==> src/rtl/bcd_calc_ctrl_if.sv <==
// Keypad, adder and display signal bundle for the BCD calculator front end.
// master: keypad plus external adder side (drives keys and sum_in; sees operands and display).
// slave:  calculator controller side (sees keys and sum_in; drives operands, display and busy).
interface bcd_calc_ctrl_if;
    logic [9:0]  dkey;      // raw digit-key levels, bit i = digit i
    logic        add_key;   // raw "+" key level
    logic        sub_key;   // raw "-" key level
    logic        eq_key;    // raw "=" key level
    logic        clr_key;   // raw clear key level
    logic [15:0] sum_in;    // BCD result returned by the adder
    logic [15:0] op_a;      // BCD operand A to the adder
    logic [15:0] op_b;      // BCD operand B to the adder
    logic        op_sub;    // 1 = A - B, 0 = A + B
    logic [15:0] disp;      // BCD value to display
    logic [3:0]  disp_en;   // per-digit display enable, bit 0 = least significant digit
    logic        busy;      // high only while the result is being captured

    modport master (
        output dkey, add_key, sub_key, eq_key, clr_key, sum_in,
        input  op_a, op_b, op_sub, disp, disp_en, busy
    );

    modport slave (
        input  dkey, add_key, sub_key, eq_key, clr_key, sum_in,
        output op_a, op_b, op_sub, disp, disp_en, busy
    );
endinterface

==> src/rtl/bcd_calc_ctrl.sv <==
// Keypad-driven 4-digit BCD calculator front end: key edge detect, operand entry, adder handshake.
// Latency: key event acts on the next edge; "=" gives one CALC cycle, result on display two cycles after the edge.
// Backpressure: none; keys are edge events, anything arriving while not meaningful is dropped.
// Ports: hz100/reset plain; bus (slave) carries raw keys, adder result, operands, display value/enables, busy.
module bcd_calc_ctrl #(
    parameter int NDIG = 4
) (
    input  logic            hz100,
    input  logic            reset,
    bcd_calc_ctrl_if.slave  bus
);

    typedef enum logic [2:0] {ENTRY_A, OP_WAIT, ENTRY_B, CALC, RESULT} state_t;

    state_t      state, state_nxt;
    logic [15:0] entry, entry_nxt;
    logic [2:0]  cnt, cnt_nxt;
    logic [15:0] op_a_r, op_a_nxt;
    logic [15:0] op_b_r, op_b_nxt;
    logic        op_sub_r, op_sub_nxt;
    logic [15:0] result, result_nxt;

    logic [9:0]  dkey_q;
    logic        add_q, sub_q, eq_q, clr_q;

    logic [9:0]  dig_ev;
    logic        add_ev, sub_ev, eq_ev, clr_ev;
    logic        op_ev, one_dig;
    logic [3:0]  dig_val;
    logic [15:0] entry_push;
    logic [2:0]  cnt_push;

    assign dig_ev = bus.dkey & ~dkey_q;
    assign add_ev = bus.add_key & ~add_q;
    assign sub_ev = bus.sub_key & ~sub_q;
    assign eq_ev  = bus.eq_key  & ~eq_q;
    assign clr_ev = bus.clr_key & ~clr_q;

    // Simultaneous + and - cancel; a digit counts only if exactly one digit edge is new.
    assign op_ev   = add_ev ^ sub_ev;
    assign one_dig = (dig_ev != 10'd0) && ((dig_ev & (dig_ev - 10'd1)) == 10'd0);

    always_comb begin
        dig_val = 4'd0;
        for (int i = 0; i < 10; i++) begin
            if (dig_ev[i]) dig_val = 4'(i);
        end
    end

    // Append a digit while there is room; leading zeros do not consume a digit position.
    always_comb begin
        entry_push = entry;
        cnt_push   = cnt;
        if (cnt < 3'(NDIG) && !(entry == 16'h0000 && dig_val == 4'd0)) begin
            entry_push = {entry[11:0], dig_val};
            cnt_push   = cnt + 3'd1;
        end
    end

    always_comb begin
        state_nxt  = state;
        entry_nxt  = entry;
        cnt_nxt    = cnt;
        op_a_nxt   = op_a_r;
        op_b_nxt   = op_b_r;
        op_sub_nxt = op_sub_r;
        result_nxt = result;

        if (clr_ev) begin
            state_nxt  = ENTRY_A;
            entry_nxt  = 16'h0000;
            cnt_nxt    = 3'd0;
            op_a_nxt   = 16'h0000;
            op_b_nxt   = 16'h0000;
            op_sub_nxt = 1'b0;
            result_nxt = 16'h0000;
        end else begin
            case (state)
                ENTRY_A: begin
                    if (eq_ev) begin
                        state_nxt = ENTRY_A;
                    end else if (op_ev) begin
                        op_a_nxt   = entry;
                        op_sub_nxt = sub_ev;
                        entry_nxt  = 16'h0000;
                        cnt_nxt    = 3'd0;
                        state_nxt  = OP_WAIT;
                    end else if (one_dig) begin
                        entry_nxt = entry_push;
                        cnt_nxt   = cnt_push;
                    end
                end
                OP_WAIT: begin
                    if (eq_ev) begin
                        state_nxt = OP_WAIT;
                    end else if (op_ev) begin
                        op_sub_nxt = sub_ev;
                    end else if (one_dig) begin
                        entry_nxt = {12'h000, dig_val};
                        cnt_nxt   = (dig_val != 4'd0) ? 3'd1 : 3'd0;
                        state_nxt = ENTRY_B;
                    end
                end
                ENTRY_B: begin
                    if (eq_ev) begin
                        op_b_nxt  = entry;
                        state_nxt = CALC;
                    end else if (op_ev) begin
                        state_nxt = ENTRY_B;
                    end else if (one_dig) begin
                        entry_nxt = entry_push;
                        cnt_nxt   = cnt_push;
                    end
                end
                CALC: begin
                    result_nxt = bus.sum_in;
                    state_nxt  = RESULT;
                end
                RESULT: begin
                    if (eq_ev) begin
                        // Repeat the last operation on the previous result.
                        op_a_nxt  = result;
                        state_nxt = CALC;
                    end else if (op_ev) begin
                        op_a_nxt   = result;
                        op_sub_nxt = sub_ev;
                        entry_nxt  = 16'h0000;
                        cnt_nxt    = 3'd0;
                        state_nxt  = OP_WAIT;
                    end else if (one_dig) begin
                        entry_nxt = {12'h000, dig_val};
                        cnt_nxt   = (dig_val != 4'd0) ? 3'd1 : 3'd0;
                        state_nxt = ENTRY_A;
                    end
                end
                default: state_nxt = ENTRY_A;
            endcase
        end
    end

    always_ff @(posedge hz100) begin
        if (reset) begin
            state    <= ENTRY_A;
            entry    <= 16'h0000;
            cnt      <= 3'd0;
            op_a_r   <= 16'h0000;
            op_b_r   <= 16'h0000;
            op_sub_r <= 1'b0;
            result   <= 16'h0000;
            dkey_q   <= 10'd0;
            add_q    <= 1'b0;
            sub_q    <= 1'b0;
            eq_q     <= 1'b0;
            clr_q    <= 1'b0;
        end else begin
            state    <= state_nxt;
            entry    <= entry_nxt;
            cnt      <= cnt_nxt;
            op_a_r   <= op_a_nxt;
            op_b_r   <= op_b_nxt;
            op_sub_r <= op_sub_nxt;
            result   <= result_nxt;
            // Key history keeps tracking through clr so a held clr is one event.
            dkey_q   <= bus.dkey;
            add_q    <= bus.add_key;
            sub_q    <= bus.sub_key;
            eq_q     <= bus.eq_key;
            clr_q    <= bus.clr_key;
        end
    end

    function automatic logic [3:0] cnt_mask(input logic [2:0] c);
        case (c)
            3'd0, 3'd1: cnt_mask = 4'b0001;
            3'd2:       cnt_mask = 4'b0011;
            3'd3:       cnt_mask = 4'b0111;
            default:    cnt_mask = 4'b1111;
        endcase
    endfunction

    // Enables covering the significant digits of a value; at least the units digit.
    function automatic logic [3:0] sig_mask(input logic [15:0] v);
        if (v[15:12] != 4'd0)     sig_mask = 4'b1111;
        else if (v[11:8] != 4'd0) sig_mask = 4'b0111;
        else if (v[7:4] != 4'd0)  sig_mask = 4'b0011;
        else                      sig_mask = 4'b0001;
    endfunction

    always_comb begin
        bus.disp    = entry;
        bus.disp_en = cnt_mask(cnt);
        case (state)
            OP_WAIT: begin
                bus.disp    = op_a_r;
                bus.disp_en = sig_mask(op_a_r);
            end
            CALC: begin
                bus.disp    = op_b_r;
                bus.disp_en = sig_mask(op_b_r);
            end
            RESULT: begin
                bus.disp    = result;
                bus.disp_en = 4'b1111;
            end
            default: begin
                bus.disp    = entry;
                bus.disp_en = cnt_mask(cnt);
            end
        endcase
    end

    assign bus.op_a   = op_a_r;
    assign bus.op_b   = op_b_r;
    assign bus.op_sub = op_sub_r;
    assign bus.busy   = (state == CALC);

endmodule

==> src/flat_wrapper.sv <==
// flat-port wrapper written by rule: the top's interface ports become plain ports
module bcd_calc_ctrl_flat 
#(
    parameter int NDIG = 4
)
  (hz100, reset, bus_dkey, bus_add_key, bus_sub_key, bus_eq_key, bus_clr_key, bus_sum_in, bus_op_a, bus_op_b, bus_op_sub, bus_disp, bus_disp_en, bus_busy);
  bcd_calc_ctrl_if bus_i ();
  input  logic hz100;
  input  logic reset;
  input wire logic [$bits(bus_i.dkey)-1:0] bus_dkey;
  input wire logic [$bits(bus_i.add_key)-1:0] bus_add_key;
  input wire logic [$bits(bus_i.sub_key)-1:0] bus_sub_key;
  input wire logic [$bits(bus_i.eq_key)-1:0] bus_eq_key;
  input wire logic [$bits(bus_i.clr_key)-1:0] bus_clr_key;
  input wire logic [$bits(bus_i.sum_in)-1:0] bus_sum_in;
  output wire logic [$bits(bus_i.op_a)-1:0] bus_op_a;
  output wire logic [$bits(bus_i.op_b)-1:0] bus_op_b;
  output wire logic [$bits(bus_i.op_sub)-1:0] bus_op_sub;
  output wire logic [$bits(bus_i.disp)-1:0] bus_disp;
  output wire logic [$bits(bus_i.disp_en)-1:0] bus_disp_en;
  output wire logic [$bits(bus_i.busy)-1:0] bus_busy;
  assign bus_i.dkey = bus_dkey;
  assign bus_i.add_key = bus_add_key;
  assign bus_i.sub_key = bus_sub_key;
  assign bus_i.eq_key = bus_eq_key;
  assign bus_i.clr_key = bus_clr_key;
  assign bus_i.sum_in = bus_sum_in;
  assign bus_op_a = bus_i.op_a;
  assign bus_op_b = bus_i.op_b;
  assign bus_op_sub = bus_i.op_sub;
  assign bus_disp = bus_i.disp;
  assign bus_disp_en = bus_i.disp_en;
  assign bus_busy = bus_i.busy;
  bcd_calc_ctrl #(.NDIG(NDIG)) u_core (.hz100(hz100), .reset(reset), .bus(bus_i));
endmodule
==> config.mk <==
export PLATFORM = sky130hd
export DESIGN_NAME = bcd_calc_ctrl_flat
export DESIGN_NICKNAME = d
export VERILOG_FILES = /design/src/rtl/bcd_calc_ctrl_if.sv /design/src/rtl/bcd_calc_ctrl.sv /design/src/flat_wrapper.sv
export SDC_FILE = /design/constraint.sdc
export NUM_CORES = 1
export LEC_CHECK = 0
export CORE_UTILIZATION = 30
export CTS_BUF_LIST = sky130_fd_sc_hd__clkbuf_4
export DETAILED_ROUTE_END_ITERATION = 10
export DONT_BUFFER_PORTS = 1
export PLACE_DENSITY = 0.43
export SYNTH_ARGS = -nofsm -noshare
export SYNTH_HDL_FRONTEND = slang
export SYNTH_SLANG_ARGS = --single-unit
==> constraint.sdc <==
create_clock -name hz100 -period 2.3 [get_ports hz100]
set_clock_uncertainty 0.15 [all_clocks]
set_input_delay 0.46 -clock hz100 [delete_from_list [all_inputs] [get_ports hz100]]
set_output_delay 0.46 -clock hz100 [all_outputs]
set_load 0.1 [all_outputs]
==> flow_summary.ini <==
[worst_setup_path]
cp.arrival_ns = 2.05
crit_type = reg -> out
timing.rr.end = u_core.entry[11]
max_stage_delay_ns = 0.62
cp.required_ns = 1.69
cp_top_family = compound AO/OA/AOI/OAI gates
path_max_fanout = 4
crit_chain = o41ai_1, o211ai_1, o31a_2, buf_12
crit_slowest_cell = o41ai_1
reg2reg_depth = 8
cp_num_buf_inv = 1
r2r-start = u_core.dkey_q[3]
r2r_slack_ns = -0.03
cp-end-kind = output pin
start_kind = register

[grt]
track_usage = 0.208
overflow = 0
antenna_found_initial = 0
grt_pass1_vias = 4140
grt_first_pass_wirelength_um = 22600
grt_max_degree = 33

[min_path]
min_from = reset
hold_path_end = u_core.bus.op_sub
min_path_cells = 2
hp-class = in -> reg

[final_layout]
area_delta_synth_final_pct = 67.0
layout_commonest_cell = buf_4
most-common-layout-cells = buf_4 (101), nand2_1 (89), dfxtp_1 (46), a21oi_1 (43), dfxtp_2 (36)
drive_above_1_share = 0.409
insertedDiodeCount = 0
fin_nets = 679
final_cells = 826

[cts]
insertion_delay_ns = 0.46
cts_sinks = 85
clkTransAtPathRegs_ns = 0.13
root_buffer = clkbuf_4
clockBufferDepth = 2
cts_tree = done
cts_buffers = 9
htreeDepth = 3

[placement]
dp_slack_ns = -0.301
portBuffers = 0
dp.cells = 757
dp_hpwl_um = 10100
place_congestion = 0.815

[synth]
synth_top_area_cell = dfxtp_1
yosys-top-cells-area = dfxtp_1 (42%), nand2_1 (9.8%), a21oi_1 (5.5%), mux2i_1 (4.4%), a22o_1 (3.6%)
synth_top_area_share = 0.416
yosysSeqAreaShare = 0.416
avgSynthCellArea_um2 = 8.14
syn_area_um2 = 4090
syn_inst = 502
synth_ff_type = dfxtp_1
synth_edf_count = 0
yosysWarnings = 0
synth_seq_cells = 85
synth_cell_types = 55
synthArstFlopShare = 0
syn_nets = 536

[drt]
wl_per_cell_um = 17.3
drt_first_pass_iters = 4
drcViolationCount = 0
via_count = 4235
routed_wl_um = 14300
drt-initial-drc-count = 215
vias_per_cell = 5.13
ant_nets = 0

[sta]
period_share = 1.16
finalCriticalPeriod_ns = 2.66
setup_viol = 31
holdWs_ns = 0.120
max_slew_margin = 0.583
max_freq_mhz = 376
rsz0062_at_grt = true
tightest_slew_ns = 0.617
hold_viol = 0
fin_ws_ns = -0.363
finalMaxSlewViolations = 0

[pwr]
worst_ir_drop_vdd_mv = 0.212
pwr_density_cell_nw_per_um2 = 503
power_leakage_nw = 2.48

[floorplanning]
die-area_um2 = 14100
std_cell_rows = 42
dieWidth_um = 119
start_util = 0.309
io_pins = 86
core-area_um2 = 13200
die_y_um = 119

[run_status]
violations = negative setup slack
status = complete, but fails checks

[flow_run]
maxCapViolCount = 0
==> report_power, final <==
| group | leakage [nW] | total [mW] | internal (mW) | switching [mW] |
|---|---|---|---|---|
| Sequential | 0.709 | 1.55 | 1.52 | 0.0299 |
| Combinational | 1.68 | 0.878 | 0.340 | 0.538 |
| Clock | 0.0875 | 1.01 | 0.476 | 0.531 |
| Total | 2.48 | 3.43 | 2.33 | 1.10 |
==> through the flow <==
stage / util / total power [mW] / TNS, ns / area [um^2]
finish: 0.515 / 3.43 / -2.31 / 6820
global route: 0.515 / 3.59 / -5.33 / 6820
CTS: 0.492 / 3.42 / -3.15 / 6520
detailed placement: 0.428 / 2.32 / -4.08 / 5670
global placement: 0.428 / 2.32 / -3.44 / 5670
floorplan: - / 2.12 / -0.556 / 4510
==> logic make-up (layout without fill, tap and decap cells) <==
family / after synthesis / count (layout) / share of synthesized area
AOI/OAI and AO/OA: 123 / 123 / 0.216
xor gates and xnor gates: 2 / 2 / 0.00613
adders and majority gates: 3 / 3 / 0.00857
buffers and inverters: 53 / 201 / 0.0539
DFF: 85 / 85 / 0.416
muxes: 18 / 18 / 0.0441
other: 1 / 1 / 0.000918
and+or+nand+nor: 217 / 217 / 0.254
==> worst max path at each step <==
| stage | from | to | slack, ns | cells past startpoint |
|---|---|---|---|---|
| floorplan | u_core.state[0] | bus_disp_en[3] | -0.24 | 2 |
| global placement | bus_dkey[1] | u_core.entry[10] | -0.25 | 7 |
| detailed placement | bus_dkey[1] | u_core.entry[6] | -0.30 | 7 |
| CTS | u_core.bus.op_b[11] | bus_disp_en[1] | -0.36 | 7 |
| global route | u_core.bus.op_b[11] | bus_disp_en[1] | -0.38 | 7 |
| finish | u_core.bus.op_b[5] | bus_disp_en[1] | -0.36 | 4 |
==> registers in the layout, summed over array words and instances, names as in the netlist <==
name,count
u_core.bus.op_sub,1
u_core.add_q,1
u_core.clr_q,1
u_core.entry,16
u_core.bus.op_a,16
u_core.eq_q,1
u_core.cnt,3
u_core.state,3
u_core.result,16
u_core.dkey_q,10
u_core.sub_q,1
u_core.bus.op_b,16
==> synth_stat cells (3+ instances only) <==
library cell / n
o21ai_0: 5
o221ai_1: 16
nor2_1: 34
a22o_1: 17
a311oi_1: 17
dfxtp_1: 85
nand4_1: 7
a21oi_1: 45
o21a_1: 3
clkbuf_1: 23
nand2b_1: 12
inv_1: 20
nand2_1: 107
mux2i_1: 18
buf_1: 4
and2_1: 3
nand3_1: 9
nor4_1: 13
nor2b_1: 17
==> layout make-up <==
class | instances | area, um^2
Multi-Input combinational cell | 364 | 2890
Clock inverter | 4 | 72.6
Fill cell | 1289 | 6420
Inverter | 21 | 80.1
Clock buffer | 12 | 90.1
Tap cell | 176 | 220
Timing Repair Buffer | 164 | 1710
Sequential cell | 85 | 1760
==> layer usage <==
| layer | GRT usage | vias to the layer above | part of all wire |
|---|---|---|---|
| met3 | 0.0381 | 19 | 0.045 |
| li1 | - | 2078 | - |
| met1 | 0.279 | 2031 | 0.47 |
| met4 | 0.0744 | 0 | 0.017 |
| met5 | 0 | - | 0 |
| met2 | 0.332 | 107 | 0.47 |
==> timing repair <==
action | in CTS | in global routing
endpoints found under the hold margin | 30 | 0
setup buffers | 11 | 10
setup endpoints to repair | 36 | 37
hold buffers | 31 | 0
cloned | 2 | 2
resized for setup | 64 | 47
pin swaps | 8 | 26
(Power assumes the default switching activity.)
